## config.mk

```make
export PLATFORM = sky130hd
export DESIGN_NAME = wb_master_ctrl
export DESIGN_NICKNAME = d
export VERILOG_FILES = /design/src/rtl/wb_pkg.sv /design/src/rtl/wb_cmd_fifo.sv /design/src/rtl/wb_master_ctrl.sv
export SDC_FILE = /design/constraint.sdc
export NUM_CORES = 1
export LEC_CHECK = 0
export CAP_MARGIN = 40
export CORE_MARGIN = 5
export CORE_UTILIZATION = 45
export DETAILED_ROUTE_END_ITERATION = 12
export PLACE_DENSITY_LB_ADDON = 0.15
export SLEW_MARGIN = 30
export SYNTH_ARGS = -nofsm -noshare
export SYNTH_HDL_FRONTEND = slang
export SYNTH_SLANG_ARGS = --single-unit
```

## constraint.sdc

```tcl
create_clock -name clk -period 1.98 [get_ports clk]
set_input_delay 0.198 -clock clk [delete_from_list [all_inputs] [get_ports clk]]
set_output_delay 0.198 -clock clk [all_outputs]
set_load 0.005 [all_outputs]
```

## src/rtl/wb_pkg.sv

```systemverilog
// Shared types for the Wishbone-style master: FSM state encoding and the
// command word stored in the command FIFO.
package wb_pkg;

  localparam int WB_AW = 8;
  localparam int WB_DW = 8;

  typedef enum logic [1:0] {
    IDLE,
    ISSUE,
    RESP
  } wbm_state_t;

  typedef struct packed {
    logic             we;
    logic [WB_AW-1:0] addr;
    logic [WB_DW-1:0] wdata;
  } wb_cmd_t;

endpackage

```

## src/rtl/wb_cmd_fifo.sv

```systemverilog
// Command FIFO of DEPTH wb_cmd_t entries. A full FIFO refuses a push even
// when a pop happens in the same cycle; there is no pass-through.
module wb_cmd_fifo
  import wb_pkg::*;
#(
  parameter int DEPTH = 4
) (
  input  logic    clk,
  input  logic    rst,
  input  logic    push_i,
  input  wb_cmd_t din_i,
  input  logic    pop_i,
  output wb_cmd_t dout_o,
  output logic    full_o,
  output logic    empty_o
);

  localparam int PW = $clog2(DEPTH);
  localparam int CW = PW + 1;

  wb_cmd_t        mem_q [DEPTH];
  logic [PW-1:0]  wr_ptr_q;
  logic [PW-1:0]  rd_ptr_q;
  logic [CW-1:0]  count_q;
  logic           do_push;
  logic           do_pop;

  assign full_o  = (count_q == CW'(DEPTH));
  assign empty_o = (count_q == '0);
  assign do_push = push_i && !full_o;
  assign do_pop  = pop_i && !empty_o;
  assign dout_o  = mem_q[rd_ptr_q];

  always_ff @(posedge clk) begin
    if (do_push) mem_q[wr_ptr_q] <= din_i;
  end

  // Pointers are PW bits wide, so they wrap modulo DEPTH on their own.
  always_ff @(posedge clk or posedge rst) begin
    if (rst) begin
      wr_ptr_q <= '0;
      rd_ptr_q <= '0;
      count_q  <= '0;
    end else begin
      if (do_push) wr_ptr_q <= wr_ptr_q + PW'(1);
      if (do_pop)  rd_ptr_q <= rd_ptr_q + PW'(1);
      case ({do_push, do_pop})
        2'b10:   count_q <= count_q + CW'(1);
        2'b01:   count_q <= count_q - CW'(1);
        default: count_q <= count_q;
      endcase
    end
  end

endmodule

```

## src/rtl/wb_master_ctrl.sv

```systemverilog
// Wishbone-style bus master: buffers commands, issues each as one strobed
// transaction with an ack timeout, and returns rdata/err on a response port.
module wb_master_ctrl
  import wb_pkg::*;
#(
  parameter int AW      = WB_AW,
  parameter int DW      = WB_DW,
  parameter int DEPTH   = 4,
  parameter int TIMEOUT = 16
) (
  input  logic          clk,
  input  logic          rst,
  input  logic          cmd_valid,
  output logic          cmd_ready,
  input  logic          cmd_we,
  input  logic [AW-1:0] cmd_addr,
  input  logic [DW-1:0] cmd_wdata,
  output logic          rsp_valid,
  input  logic          rsp_ready,
  output logic          rsp_we,
  output logic [DW-1:0] rsp_rdata,
  output logic          rsp_err,
  output logic          wb_we,
  output logic          wb_strb,
  output logic [AW-1:0] wb_addr,
  output logic [DW-1:0] wb_wdata,
  input  logic [DW-1:0] wb_rdata,
  input  logic          wb_ack
);

  localparam int TW = $clog2(TIMEOUT);

  wbm_state_t    state_q;
  logic [TW-1:0] tmo_cnt_q;
  logic          wb_we_q;
  logic          wb_strb_q;
  logic [AW-1:0] wb_addr_q;
  logic [DW-1:0] wb_wdata_q;
  logic          rsp_valid_q;
  logic          rsp_we_q;
  logic [DW-1:0] rsp_rdata_q;
  logic          rsp_err_q;

  wb_cmd_t fifo_din;
  wb_cmd_t fifo_dout;
  logic    fifo_full;
  logic    fifo_empty;
  logic    fifo_pop;

  assign fifo_din  = '{we: cmd_we, addr: cmd_addr, wdata: cmd_wdata};
  assign cmd_ready = !fifo_full;
  assign fifo_pop  = (state_q == IDLE) && !fifo_empty;

  wb_cmd_fifo #(.DEPTH(DEPTH)) u_fifo (
    .clk     (clk),
    .rst     (rst),
    .push_i  (cmd_valid),
    .din_i   (fifo_din),
    .pop_i   (fifo_pop),
    .dout_o  (fifo_dout),
    .full_o  (fifo_full),
    .empty_o (fifo_empty)
  );

  always_ff @(posedge clk or posedge rst) begin
    if (rst) begin
      state_q     <= IDLE;
      tmo_cnt_q   <= '0;
      wb_we_q     <= 1'b0;
      wb_strb_q   <= 1'b0;
      wb_addr_q   <= '0;
      wb_wdata_q  <= '0;
      rsp_valid_q <= 1'b0;
      rsp_we_q    <= 1'b0;
      rsp_rdata_q <= '0;
      rsp_err_q   <= 1'b0;
    end else begin
      case (state_q)
        IDLE: begin
          if (!fifo_empty) begin
            wb_we_q    <= fifo_dout.we;
            wb_addr_q  <= fifo_dout.addr;
            wb_wdata_q <= fifo_dout.wdata;
            wb_strb_q  <= 1'b1;
            tmo_cnt_q  <= '0;
            state_q    <= ISSUE;
          end
        end
        ISSUE: begin
          // Ack is tested first so an ack in the final timeout cycle still succeeds.
          if (wb_ack) begin
            rsp_rdata_q <= wb_we_q ? '0 : wb_rdata;
            rsp_err_q   <= 1'b0;
            rsp_we_q    <= wb_we_q;
            rsp_valid_q <= 1'b1;
            wb_strb_q   <= 1'b0;
            state_q     <= RESP;
          end else if (tmo_cnt_q == TW'(TIMEOUT - 1)) begin
            rsp_rdata_q <= '0;
            rsp_err_q   <= 1'b1;
            rsp_we_q    <= wb_we_q;
            rsp_valid_q <= 1'b1;
            wb_strb_q   <= 1'b0;
            state_q     <= RESP;
          end else begin
            tmo_cnt_q <= tmo_cnt_q + TW'(1);
          end
        end
        RESP: begin
          if (rsp_ready) begin
            rsp_valid_q <= 1'b0;
            state_q     <= IDLE;
          end
        end
        default: state_q <= IDLE;
      endcase
    end
  end

  assign wb_we     = wb_we_q;
  assign wb_strb   = wb_strb_q;
  assign wb_addr   = wb_addr_q;
  assign wb_wdata  = wb_wdata_q;
  assign rsp_valid = rsp_valid_q;
  assign rsp_we    = rsp_we_q;
  assign rsp_rdata = rsp_rdata_q;
  assign rsp_err   = rsp_err_q;

endmodule

```

==> flow_summary.ini <==
[run_status]
status = complete, but fails checks
failed_checks = setup timing

[grt]
grt_pass1_vias = 2355
grt_overflow = 0
grt_first_pass_wirelength_um = 12400
antenna_found_initial = 0
grt_start_max_net_pins = 26
grt.total_usage = 0.144

[critical_path]
crit_type = reg2reg
worstPathRequired_ns = 2.27
reg2reg_to = u_fifo.count_q[2]
end_kind = register
r2r_start = u_fifo.count_q[1]
crit_path_cell_trace = or3b_4 > and2_4 > inv_4 > ha_4 > inv_2 > fa_2 > xor2_1 > nor2_1 > xor2_1
setup.worst_path.start_class = register
cp_num_buf_inv = 2
crit_fanout = 2
reg2reg_depth = 9
r2r_slack_ns = -0.007
critPathArrivalTime_ns = 2.27
slowest_stage = dfrtp_1
cp_common_cell = xor2_1
crit_family = simple AND/OR/NAND/NOR gates
cp-startpoint = u_fifo.count_q[1]
cp_slowest_stage_delay_ns = 0.40

[yosys]
synthTopCellsByArea = edfxtp_1 47%, dfrtp_1 24%, mux4_1 5.5%
ys.flop_type = edfxtp_1
synth_edf_count = 68
synth-seq-cells = 110
synth_top_family_by_area = multiplexers
yosysSeqAreaShare = 0.718
ys_types = 37
synthTopCellsByCount = 68 x edfxtp_1, 42 x dfrtp_1, 11 x mux2_2, 10 x inv_1, 9 x mux4_1
synth_top_area_cell = edfxtp_1
syn-cell-area_um2 = 4310
synthMuxAreaShare = 0.158
synthArstFlopShare = 0.382
yosysMostFrequentCell = edfxtp_1
synth-compound-area-share = 0.0354
synth.avg_cell_area_um2 = 19.5
synth_adder_area_share = 0.0221
synth.top_cell.area_share = 0.474
ys_warn_count = 0
synth_cells = 221
synth_nets = 258
yosys.area_share.simple = 0.0317
synthXorXnorAreaFrac = 0.0122

[detailed_routing]
drc = 0
routed_wirelength_um = 7730
wl_per_cell_um = 17.7
ant_nets = 0
drtPass1Iterations = 4
via_per_inst = 5.13
dr_total_vias = 2249
drt_iter0_drc = 63

[clock_tree]
ctsHtreeMaxLevel = 3
clk_path_buf_depth = 2
clock-sinks = 110
insertion_delay_ns = 0.37
clk_pin_slew_ns = 0.10
numCtsBuffers = 9
hold_buffers = 0
tritoncts = built
cts_root_buf = clkbuf_8

[cells_and_area]
n_antenna_cell = 0
final_util = 0.580
design_area_um2 = 5380
multi_input_area_um2 = 1140
n_fill_cell = 762
regArea_um2 = 3090
syn_to_final_growth_pct = 24.9
drive_gt1_frac = 0.236
nNetsFinal = 341

[power]
powerDensity_nw_per_um2 = 1450
p_leak_nw = 2.07
max-vdd-ir-drop_v = 0.000714

[die]
die_w_um = 108
fp.coreArea_um2 = 9280
start_util = 0.464
die_area_um2 = 11600
io_pins = 60
die_height_um = 108
num_rows = 35

[sta]
setup_ws_ns = -0.00672
rsz0062_at_grt = true
setup_violations = 1
slew_headroom = 0.664
period_needed_ns = 1.99
tightest_slew_ns = 0.502
timing.final.max_slew_violations = 0
fin_worst_skew_ns = 0.0144
hold_viol = 0
fmax_ghz = 0.503
fin_crit_sh = 1.00

[run]
max_cap_viol_count = 0

[placement]
portBuffers = 59
place_hpwl_um = 5020
place_area_um2 = 5180
place.gp.congestion = 0.730

[worst_hold_path]
hold_path_class = in2async
==> cell families after synthesis <==
logic type | count (synthesis)
adders and majority gates | 7
xor gates and xnor gates | 6
and+or+nand+nor | 22
AOI/OAI and AO/OA | 21
DFF | 110
buffers and inverters | 17
muxes | 38
==> flip-flops by register name, indices dropped and copies added, names as in the netlist <==
register and cells:
rsp_valid 1, state_q 2, u_fifo.rd_ptr_q 2, u_fifo.count_q 3
wb_wdata 8, wb_we 1, rsp_we 1, wb_addr 8
u_fifo.mem_q 68, rsp_rdata 8, u_fifo.wr_ptr_q 2, tmo_cnt_q 4
wb_strb 1, rsp_err 1
==> layout by cell type, fill, tap and decap left out, types with 7 or more instances in the layout <==
cell,Yosys,layout
mux4_2,8,8
inv_1,10,7
clkbuf_8,0,10
dfrtp_1,42,42
mux2_4,8,8
edfxtp_1,68,68
mux2_2,11,11
buf_4,2,18
a22o_1,8,8
mux4_1,9,9
clkdlybuf4s50_1,0,58
==> final cells by class <==
class | count | area share
Sequential cell | 110 | 0.575
Multi-Input combinational cell | 94 | 0.211
Timing Repair Buffer | 79 | 0.143
Tap cell | 129 | 0.0300
Clock buffer | 11 | 0.0263
Clock inverter | 5 | 0.00744
Inverter | 10 | 0.00744
==> routing by layer <==
layer | routed length [µm] | global-route usage | vias to the layer above
met5 | 0 | 0 | -
met4 | 117 | 0.0514 | 0
met3 | 375 | 0.0462 | 9
met2 | 3890 | 0.233 | 51
met1 | 3340 | 0.182 | 1167
li1 | - | - | 1022
==> how the worst max path moves through the flow <==
stage          slack [ns]           endpoint  cells past startpoint
2_1_floorplan        0.01  u_fifo.count_q[2]                      9
5_1_grt             -0.07  u_fifo.count_q[2]                      9
4_1_cts           0.00004  u_fifo.count_q[2]                      9
3_5_place_dp        -0.01  u_fifo.count_q[2]                      9
3_3_place_gp         0.03  u_fifo.count_q[2]                      9
6_report           -0.007  u_fifo.count_q[2]                      9
==> report_power, final <==
group	internal (W)	switching [W]	leakage [nW]
clock network	0.000505	0.000739	0.0943
registers	0.00316	0.000299	1.13
logic	0.00182	0.00125	0.838
==> timing repair <==
action,in CTS,in global routing
buffers inserted,0,2
endpoints found under the hold margin,0,0
endpoints found under the setup margin,2,2
pin swaps,4,3
gates resized for setup,0,2
==> worst register-to-register path, cell delays in order, from the launching register on <==
cell,delay (ns)
dfrtp_1,0.40
or3b_4,0.40
and2_4,0.16
inv_4,0.05
ha_4,0.12
inv_2,0.03
fa_2,0.33
xor2_1,0.15
nor2_1,0.12
xor2_1,0.15
==> stage by stage <==
stage,total power [W],hold WS (ns),TNS [ns],instances,setup slack (ns)
6_report,0.00778,0.144,-0.00672,438,-0.00672
5_1_grt,0.00829,0.148,-0.0653,438,-0.0653
3_3_place_gp,0.00655,0.472,0,420,0.0297
3_5_place_dp,0.00663,0.479,-0.0146,420,-0.0146
4_1_cts,0.00788,0.140,0,436,0.0000391
2_1_floorplan,0.00539,0.285,0,221,0.0115
(Power assumes the default switching activity.)
